`src/rtl/byte_mem_pkg.sv`:
```
// rtl/byte_mem_pkg.sv - shared command/state encodings for the byte-serial memory responder
package byte_mem_pkg;

    localparam int BEATS_PER_WORD = 4;

    typedef enum logic [1:0] {
        CMD_FETCH = 2'b00,
        CMD_STORE = 2'b01,
        CMD_LOAD  = 2'b10,
        CMD_JUMP  = 2'b11
    } cmd_e;

    typedef enum logic [1:0] {
        ST_IDLE      = 2'b00,
        ST_SEND_INST = 2'b01,
        ST_COLLECT   = 2'b10,
        ST_SEND_DATA = 2'b11
    } state_e;

    function automatic logic [7:0] word_byte(input logic [31:0] w, input logic [1:0] k);
        return w[{k, 3'b000} +: 8];
    endfunction

endpackage

```
`src/rtl/word_ram.sv`:
```
// rtl/word_ram.sv - word storage, one arbitrated write port and one combinational read port
module word_ram #(
    parameter int WORDS = 64,
    parameter int AW    = 6
) (
    input  logic          clk,
    input  logic          init_we,
    input  logic [AW-1:0] init_addr,
    input  logic [31:0]   init_data,
    input  logic          store_we,
    input  logic [AW-1:0] store_addr,
    input  logic [31:0]   store_data,
    input  logic [AW-1:0] raddr,
    output logic [31:0]   rdata
);

    logic [31:0]   mem [WORDS];
    logic          we;
    logic [AW-1:0] waddr;
    logic [31:0]   wdata;

    // STORE commits only outside IDLE and init only inside it, so priority is a formality
    always_comb begin
        we    = 1'b0;
        waddr = init_addr;
        wdata = init_data;
        if (store_we) begin
            we    = 1'b1;
            waddr = store_addr;
            wdata = store_data;
        end else if (init_we) begin
            we    = 1'b1;
        end
    end

    always_ff @(posedge clk) begin
        if (we) begin
            mem[waddr] <= wdata;
        end
    end

    assign rdata = mem[raddr];

endmodule

```
`src/rtl/byte_mem_responder.sv`:
```
// rtl/byte_mem_responder.sv - byte-serial FETCH/STORE/LOAD/JUMP responder over a word memory
// Optional RESP_ERR_FLAG_EN adds the sticky out-of-range err output.
module byte_mem_responder
    import byte_mem_pkg::*;
#(
    parameter int MEM_WORDS = 64,
    parameter int RESET_PC  = 0
) (
    input  logic                         clk,
    input  logic                         rst,
    input  logic                         cmd_valid,
    input  logic [1:0]                   cmd,
    input  logic                         byte_valid,
    input  logic [7:0]                   addr_byte,
    input  logic [7:0]                   data_byte,
    input  logic                         init_we,
    input  logic [$clog2(MEM_WORDS)-1:0] init_addr,
    input  logic [31:0]                  init_data,
    output logic [7:0]                   rd_byte,
    output logic                         rd_valid,
    output logic                         busy
`ifdef RESP_ERR_FLAG_EN
    ,
    output logic                         err
`endif
);

    localparam int AW = $clog2(MEM_WORDS);

    state_e        state_q, state_d;
    cmd_e          cmd_q;
    logic [1:0]    beat_q;
    logic [AW-1:0] pc_q;
    logic [31:0]   addr_q;
    logic [31:0]   wdata_q;
    logic [31:0]   ldata_q;
    logic [31:0]   mem_rdata;
    logic [31:0]   full_addr;
    logic [31:0]   full_wdata;
    logic [AW-1:0] full_idx;
    logic [AW-1:0] ram_raddr;
    logic          beat_last;
    logic          commit;
    logic          oor;
    logic          store_we;
    logic          unused_addr_bits;

    assign beat_last = (beat_q == 2'(BEATS_PER_WORD - 1));
    // The last beat's byte is still on the bus at the commit edge, so splice it in directly
    assign full_addr  = {addr_byte, addr_q[23:0]};
    assign full_wdata = {data_byte, wdata_q[23:0]};
    assign full_idx   = full_addr[AW+1:2];
    assign commit     = (state_q == ST_COLLECT) && byte_valid && beat_last;
    assign busy       = (state_q != ST_IDLE);

`ifdef RESP_ERR_FLAG_EN
    assign oor = |full_addr[31:AW+2];
    assign unused_addr_bits = ^{full_addr[1:0], addr_q[31:24], wdata_q[31:24]};
`else
    assign oor = 1'b0;
    assign unused_addr_bits = ^{full_addr[31:AW+2], full_addr[1:0], addr_q[31:24], wdata_q[31:24]};
`endif

    assign store_we  = commit && (cmd_q == CMD_STORE) && !oor;
    assign ram_raddr = (state_q == ST_COLLECT) ? full_idx : pc_q;

    word_ram #(
        .WORDS (MEM_WORDS),
        .AW    (AW)
    ) u_word_ram (
        .clk        (clk),
        .init_we    (init_we && (state_q == ST_IDLE)),
        .init_addr  (init_addr),
        .init_data  (init_data),
        .store_we   (store_we),
        .store_addr (full_idx),
        .store_data (full_wdata),
        .raddr      (ram_raddr),
        .rdata      (mem_rdata)
    );

    always_ff @(posedge clk or negedge rst) begin
        if (!rst) begin
            state_q <= ST_IDLE;
        end else begin
            state_q <= state_d;
        end
    end

    always_comb begin
        state_d = state_q;
        case (state_q)
            ST_IDLE: begin
                if (cmd_valid) begin
                    state_d = (cmd_e'(cmd) == CMD_FETCH) ? ST_SEND_INST : ST_COLLECT;
                end
            end
            ST_SEND_INST, ST_SEND_DATA: begin
                if (byte_valid && beat_last) begin
                    state_d = ST_IDLE;
                end
            end
            ST_COLLECT: begin
                if (byte_valid && beat_last) begin
                    state_d = (cmd_q == CMD_LOAD) ? ST_SEND_DATA : ST_IDLE;
                end
            end
            default: state_d = ST_IDLE;
        endcase
    end

    always_ff @(posedge clk or negedge rst) begin
        if (!rst) begin
            cmd_q    <= CMD_FETCH;
            beat_q   <= 2'd0;
            pc_q     <= AW'(RESET_PC);
            addr_q   <= 32'd0;
            wdata_q  <= 32'd0;
            ldata_q  <= 32'd0;
            rd_byte  <= 8'd0;
            rd_valid <= 1'b0;
`ifdef RESP_ERR_FLAG_EN
            err      <= 1'b0;
`endif
        end else begin
            rd_valid <= 1'b0;
            case (state_q)
                ST_IDLE: begin
                    if (cmd_valid) begin
                        cmd_q  <= cmd_e'(cmd);
                        beat_q <= 2'd0;
                    end
                end
                ST_SEND_INST: begin
                    if (byte_valid) begin
                        rd_byte  <= word_byte(mem_rdata, beat_q);
                        rd_valid <= 1'b1;
                        beat_q   <= beat_q + 2'd1;
                        if (beat_last) begin
                            pc_q <= pc_q + AW'(1);
                        end
                    end
                end
                ST_COLLECT: begin
                    if (byte_valid) begin
                        addr_q[{beat_q, 3'b000} +: 8]  <= addr_byte;
                        wdata_q[{beat_q, 3'b000} +: 8] <= data_byte;
                        beat_q <= beat_q + 2'd1;
                        if (beat_last) begin
                            if (cmd_q == CMD_JUMP && !oor) begin
                                pc_q <= full_idx;
                            end
                            if (cmd_q == CMD_LOAD) begin
                                ldata_q <= oor ? 32'd0 : mem_rdata;
                            end
`ifdef RESP_ERR_FLAG_EN
                            if (oor) begin
                                err <= 1'b1;
                            end
`endif
                        end
                    end
                end
                ST_SEND_DATA: begin
                    if (byte_valid) begin
                        rd_byte  <= word_byte(ldata_q, beat_q);
                        rd_valid <= 1'b1;
                        beat_q   <= beat_q + 2'd1;
                    end
                end
                default: ;
            endcase
        end
    end

endmodule

```
`config.mk`:
```
export PLATFORM = sky130hd
export DESIGN_NAME = byte_mem_responder
export DESIGN_NICKNAME = d
export VERILOG_FILES = /design/src/rtl/byte_mem_pkg.sv /design/src/rtl/word_ram.sv /design/src/rtl/byte_mem_responder.sv
export SDC_FILE = /design/constraint.sdc
export NUM_CORES = 2
export LEC_CHECK = 0
export BUFFER_PORTS_ARGS = -buffer_cell sky130_fd_sc_hd__buf_4
export CORE_ASPECT_RATIO = 1.5
export CORE_MARGIN = 2
export CORE_UTILIZATION = 54
export DETAILED_ROUTE_END_ITERATION = 7
export PLACE_DENSITY = 0.72
export SLEW_MARGIN = 20
export SYNTH_ARGS = -nofsm -noshare
export SYNTH_HDL_FRONTEND = slang
export SYNTH_SLANG_ARGS = --single-unit
```
`constraint.sdc`:
```
create_clock -name clk -period 3.85 [get_ports clk]
set_input_delay 0.77 -clock clk [delete_from_list [all_inputs] [get_ports clk]]
set_output_delay 0.77 -clock clk [all_outputs]
set_load 0.02 [all_outputs]
```
; Word level (Yosys, flattened, before mapping)
; Memories as Yosys holds them, arrays and structs flattened.
; Index checks and enable logic that the tools add are counted.
; W data, S select, Z words.
[word_totals]
register_bits = 117
mem_bits_rw = 2048
in_bits = 61
output_inout_bits = 10
wordCells = 83
n_memories = 1
[mem_list]
columns = name, depth, width, read_ports, rd_ports_with_merged_regs, wr, line_no
row1 = u_word_ram.mem, 64, 32, 1, 0, 1, word_ram.sv:17  ; logic [31:0] mem [WORDS];
[classes]
n_addsub = 3
n_eq_ne = 17
n_shift = 5
n_mux = 29
n_reduce_logical = 19
[op_table]
columns = cell, count
row1 = $bwmux W32, 2
row2 = $shiftx A32 B6 Y8, 2
row3 = $shiftx A8 B7 Y32, 2
row4 = $mux W6, 7
row5 = $mux W32, 1
row6 = $shift A8 B7 Y32 const A, 1
row7 = $mux W8, 2
row8 = $pmux W8 S2, 1
row9 = $mux W2, 7
row10 = $ne A2 B2 Y1 const B, 6
row11 = $pmux W6 S2, 1
row12 = $eq A2 B2 Y1 const B, 5
row13 = $ne A2 B1 Y1 const B, 4
row14 = $neg A5 Y7, 1
row15 = $add A6 B1 Y6 const B, 1
row16 = $mux W1, 6
row17 = $pmux W2 S3, 1
row18 = $reduce_and A2 Y1, 3
row19 = $reduce_and A3 Y1, 2
row20 = $reduce_and A6 Y1, 1
row21 = $reduce_bool A2 Y1, 3
row22 = $logic_and A1 B1 Y1, 5
row23 = $eq A2 B1 Y1 const B, 2
row24 = $logic_not A2 Y1, 2
row25 = other kinds (5), 5

; Depth between registers and ports, before layout
[logic_depth]
depth_word = 7
mapped_depth = 16
mapped_depth_nobuf = 9

; Modules after synthesis
; From an unflattened synthesis, not the netlist that was laid out.
[hier_totals]
hier_cells = 3792
hier_area_um2 = 82367.7
[modules_own_cells]
columns = module, instances, cells_each, area_each_um2, seq_area_each_um2
row1 = word_ram, 1, 3417, 78325.1, 61499.0
row2 = byte_mem_responder, 1, 375, 4042.6, 2077.0

; Worst setup path after synthesis
; No wires, ideal clock.
[synth_path]
path_kind = reg-to-reg
start = register state_q[1]
end = memory u_word_ram.mem[32][0] (enable)
setup_time_ns = 0.421
arrival_ns = 3.691
t_required_ns = 3.429
path_slack_ns = -0.263
path_stages_with_launch = 12
n_path_buf = 5
period_less_slack_ns = 4.113
cell_sequence = dfrtp_1 > buf_4 > nor2b_1 > buf_2 > buf_2 > buf_4 > nand2_1 > or3_1 > clkbuf_1 > o22ai_1 > nand2_1 > nor2_1
[synth_via]
elab_chain_cells = 7
elab_cells_between_ends = 11
classes_between = 1 x eq/ne / 5 x mux / 5 x reduce/logical
[synth_rtl]
columns = item, line_no
row1 = "start, declared", byte_mem_responder.sv:30  ; state_e state_q, state_d;
row2 = "start signal, assigned", byte_mem_responder.sv:86  ; state_q <= state_d;
row3 = $eq A2 B2 Y1, byte_mem_responder.sv:53  ; assign commit = (state_q == ST_COLLECT) && byte_valid && beat_last;
row4 = $logic_and A1 B1 Y1 (2 in series), byte_mem_responder.sv:53
row5 = $logic_and A1 B1 Y1, byte_mem_responder.sv:64  ; assign store_we = commit && (cmd_q == CMD_STORE) && !oor;
row6 = $mux W1, word_ram.sv:27  ; if (store_we) begin
row7 = $mux W1, word_ram.sv:37  ; if (we) begin
row8 = $mux W1 (not written as such), word_ram.sv:38  ; mem[waddr] <= wdata;
row9 = "end, declared", word_ram.sv:17
; Several ways; a longest one is shown, not always the timed one.

; Worst setup path after layout
[layout_path]
start = register state_q[0]
end = register rd_byte[3]
[layout_via]
elab_chain_cells = 6
elab_cells_between_ends = 12
classes_between = 5 x eq/ne / 1 x shift / 3 x mux / 2 x reduce/logical / 1 x memory
[layout_rtl]
columns = item, line_no
row1 = $eq A2 B2 Y1, byte_mem_responder.sv:65  ; assign ram_raddr = (state_q == ST_COLLECT) ? full_idx : pc_q;
row2 = $mux W6, byte_mem_responder.sv:65
row3 = $mem_v2 Z64 W32, --
row4 = $shiftx A32 B6 Y8, byte_mem_pkg.sv:21  ; return w[{k, 3'b000} +: 8];
row5 = $mux W8, byte_mem_responder.sv:135  ; if (byte_valid) begin
row6 = $pmux W8 S2, byte_mem_responder.sv:127  ; case (state_q)
row7 = "end signal, assigned", byte_mem_responder.sv:136  ; rd_byte <= word_byte(mem_rdata, beat_q);
row8 = "end signal, assigned", byte_mem_responder.sv:166  ; rd_byte <= word_byte(ldata_q, beat_q);
row9 = "end, declared", byte_mem_responder.sv:19  ; output logic [7:0] rd_byte,
; Several ways; a longest one is shown, not always the timed one. The select of a mux whose other input is x is not followed.
; A chain may end at the register's enable or synchronous reset.

==> flow_metrics.py <==
metrics = {
    "global_route": {
        "grt_first_pass_wirelength_mm": 369,
        "grt_max_degree": 105,
        "first_global_vias": 54310,
        "grt_util_all_layers_pct": 31.7,
        "gr-total-overflow": 0,
        "antenna_found_initial": 9,
    },
    "timing": {
        "period_needed_ns": 3.90,
        "setup_viol_count_final": 2,
        "fin_crit_sh_pct": 101,
        "hold-worst-slack_ns": 0.187,
        "worstMarginPinSlew_ns": 1.25,
        "finalHoldViolations": 0,
        "clock_skew_ns": 0.0340,
        "fmax_ghz": 0.256,
        "setup_ws_ns": -0.0506,
        "max_slew_margin_pct": 16.2,
        "drv_slew": 0,
    },
    "drt": {
        "wl_per_cell_um": 30.0,
        "dr.pass1.iters": 6,
        "drtIter0Drc": 7561,
        "wl_mm": 259,
        "wl_met2_mm": 125,
        "maxUsedRoutingLayer": "met5",
        "drc": 0,
        "wl_met1_mm": 86.4,
        "dr_wl_met3_mm": 25.1,
        "viasPerCell": 6.46,
        "num_vias": 55915,
        "antenna_left": 0,
    },
    "logic_synthesis": {
        "yosysWarnings": 0,
        "syn_area_per_cell_um2": 14.1,
        "synth-main-ff-cell": "edfxtp_1",
        "synth_area_leaders": "edfxtp_1 (72%), nand2_1 (7.0%), mux2i_1 (2.9%)",
        "synthDistinctLibCells": 92,
        "synth_edf_count": 2048,
        "synth_fp_nets": 6159,
        "yosysTopAreaCell": "edfxtp_1",
        "synth-simple-area-share_pct": 12.1,
        "synth_area_mm2": 0.0857,
        "synth-seq-area-share_pct": 74.2,
        "netlist.area_leader.share_pct": 71.8,
        "synthMuxAreaShare_pct": 4.22,
        "synth_top_family_by_area": "simple AND/OR/NAND/NOR gates",
        "synth_compound_area_share_pct": 6.66,
        "postSynthCellCount": 6092,
        "ys_ff_latch": 2131,
        "synth_adder_area_share_pct": 0.0876,
        "synth_xor_area_share_pct": 0,
        "async_flop_share_pct": 3.89,
    },
    "setup_path": {
        "r2r_slack_ns": -0.05,
        "crit_type": "reg -> reg",
        "r2r_start": "state_q[0]$_DFFE_PN0P_",
        "crit_required_ns": 4.54,
        "r2r_cells": 11,
        "r2r-end": "rd_byte[3]$_DFFE_PN0P_",
        "crit_path_start_kind": "flip-flop",
        "crit_fanout": 22,
        "crit_path_end_kind": "flip-flop",
        "worstPathArrival_ns": 4.59,
    },
    "flow_run": {
        "maxCapViolations": 0,
    },
    "pwr": {
        "p_leak_nw": 33.9,
        "max-vdd-ir-drop_mv": 0.579,
        "power.density_mw_per_mm2": 794,
    },
    "placement": {
        "placement.io_buffers": 68,
        "pre_cts_ws_ns": -0.0708,
        "dpl.cell_count": 8310,
        "dp_hpwl_mm": 157,
        "place_congestion": 0.966,
    },
    "clock_network": {
        "htreeDepth": 4,
        "ctsRootBufferMaster": "clkbuf_16",
        "cts_buffers": 180,
        "clk_latency_ns": 0.83,
        "clk_pin_slew_ns": 0.07,
        "cts_tree": "built",
        "clockBufferDepth": 3,
        "clock_sinks": 2131,
    },
    "min_path": {
        "min_path_cells": 2,
        "min_to": "cmd_q[1]$_DFFE_PN0P_",
        "hold_path.startpoint": "cmd[1]",
        "worstHoldPathType": "in -> reg",
    },
    "die": {
        "die_w_um": 329,
        "initial_utilization_pct": 54.2,
        "fp.dieH_um": 492,
        "row_count": 179,
        "dieArea_mm2": 0.162,
        "core_region_area_mm2": 0.158,
        "io_pins": 71,
    },
    "finish": {
        "layout.cells.non_filler": 8655,
        "area_delta_synth_final_pct": 14.7,
        "final_util_pct": 62.1,
        "multiInputGateArea_mm2": 0.0205,
        "drive_gt1_share_pct": 14.9,
        "fin_nets": 6487,
        "layout.cells.most_common_list": "edfxtp_1 (2048), nand2_1 (1563), nand3_1 (498)",
        "nFillCells": 11371,
        "layout_commonest_cell": "edfxtp_1",
        "ff_latch_area_mm2": 0.0636,
    },
    "status": {
        "violations": "setup timing",
        "outcome": "complete, but fails checks",
    },
}
-- area by class of cell --
cell class	count	share of cell area, %
antenna	6	0.0153
inverter	40	0.153
multi-input combinational	3526	20.9
clock buffer	231	4.88
sequential	2131	64.7
timing repair buffer	541	5.91
tap	2081	2.65
clock inverter	99	0.805
-- flip-flops by register name, summed over array words and instances, names as in the netlist, 6 cells and up --
register        flops
addr_q              6
pc_q                6
wdata_q            24
rd_byte             8
ldata_q            32
u_word_ram.mem   2048
-- Yosys cell counts (108+ instances only) --
cell type  count
mux2i_1      252
buf_2        173
clkbuf_1     108
a211oi_1     127
nand4_1      116
nor2_1       138
nand3_1      498
edfxtp_1    2048
nand2_1     1596
a31oi_1      171
a32oi_1      111
-- what timing repair did --
item	in CTS	in global routing
setup endpoints to repair	1	5
pin swaps	1	1
hold buffers	1	0
gates cloned	0	0
buffers inserted	2	5
endpoints found under the hold margin	37	0
gates resized for setup	1	2
-- cell families after synthesis --
group,Yosys count
flip-flops,2131
multiplexers,306
AO/OA/AOI/OAI,769
AND/OR/NAND/NOR,2445
adder cells (fa/ha/maj),6
buffers and inverters,435
-- worst max path at each step --
stage,startpoint,endpoint,slack (ns),depth (start not counted)
floorplan,state_q[1]$_DFFE_PN0P_,u_word_ram.mem[32][0]$_DFFE_PP_,-0.26,11
global placement,state_q[0]$_DFFE_PN0P_,rd_byte[1]$_DFFE_PN0P_,-0.07,13
detailed placement,state_q[0]$_DFFE_PN0P_,rd_byte[1]$_DFFE_PN0P_,-0.07,13
CTS,state_q[0]$_DFFE_PN0P_,rd_byte[3]$_DFFE_PN0P_,0.02,10
global route,state_q[0]$_DFFE_PN0P_,rd_byte[5]$_DFFE_PN0P_,-0.08,14
finish,state_q[0]$_DFFE_PN0P_,rd_byte[3]$_DFFE_PN0P_,-0.05,11
-- critical path: stages, from the launching register on --
cell       delay (ns)
dfrtp_1          0.43
nand2b_4         0.33
buf_4            0.26
mux2i_4          0.38
buf_12           0.24
nand2_2          0.13
o21a_1           0.20
a211oi_1         1.02
o2111ai_1        0.25
a21oi_1          0.20
nor2_1           0.05
a22o_1           0.22
-- where the power goes --
group          switching (mW)  total [mW]  internal [mW]
clock                    8.29        17.6           9.28
combinational            22.7        34.2           11.5
sequential              0.389        26.3           25.9
-- per-stage QoR --
stage / setup TNS [ns] / power (mW) / area [µm²]
after floorplan: -470.27 / 45.3 / 85700
after global placement: -0.0741 / 59.3 / 92500
after detailed placement: -0.0708 / 59.8 / 92500
after CTS: 0 / 77.3 / 98200
after global routing: -0.117 / 80.3 / 98300
final: -0.0651 / 78.1 / 98300
-- routing by layer --
metal	track usage (%)	vias to the layer above
met5	0	-
li1	-	23659
met4	23.2	2
met3	5.98	893
met1	37.5	27744
met2	51.8	3617
Note: power is estimated with default switching activity, not from simulation.
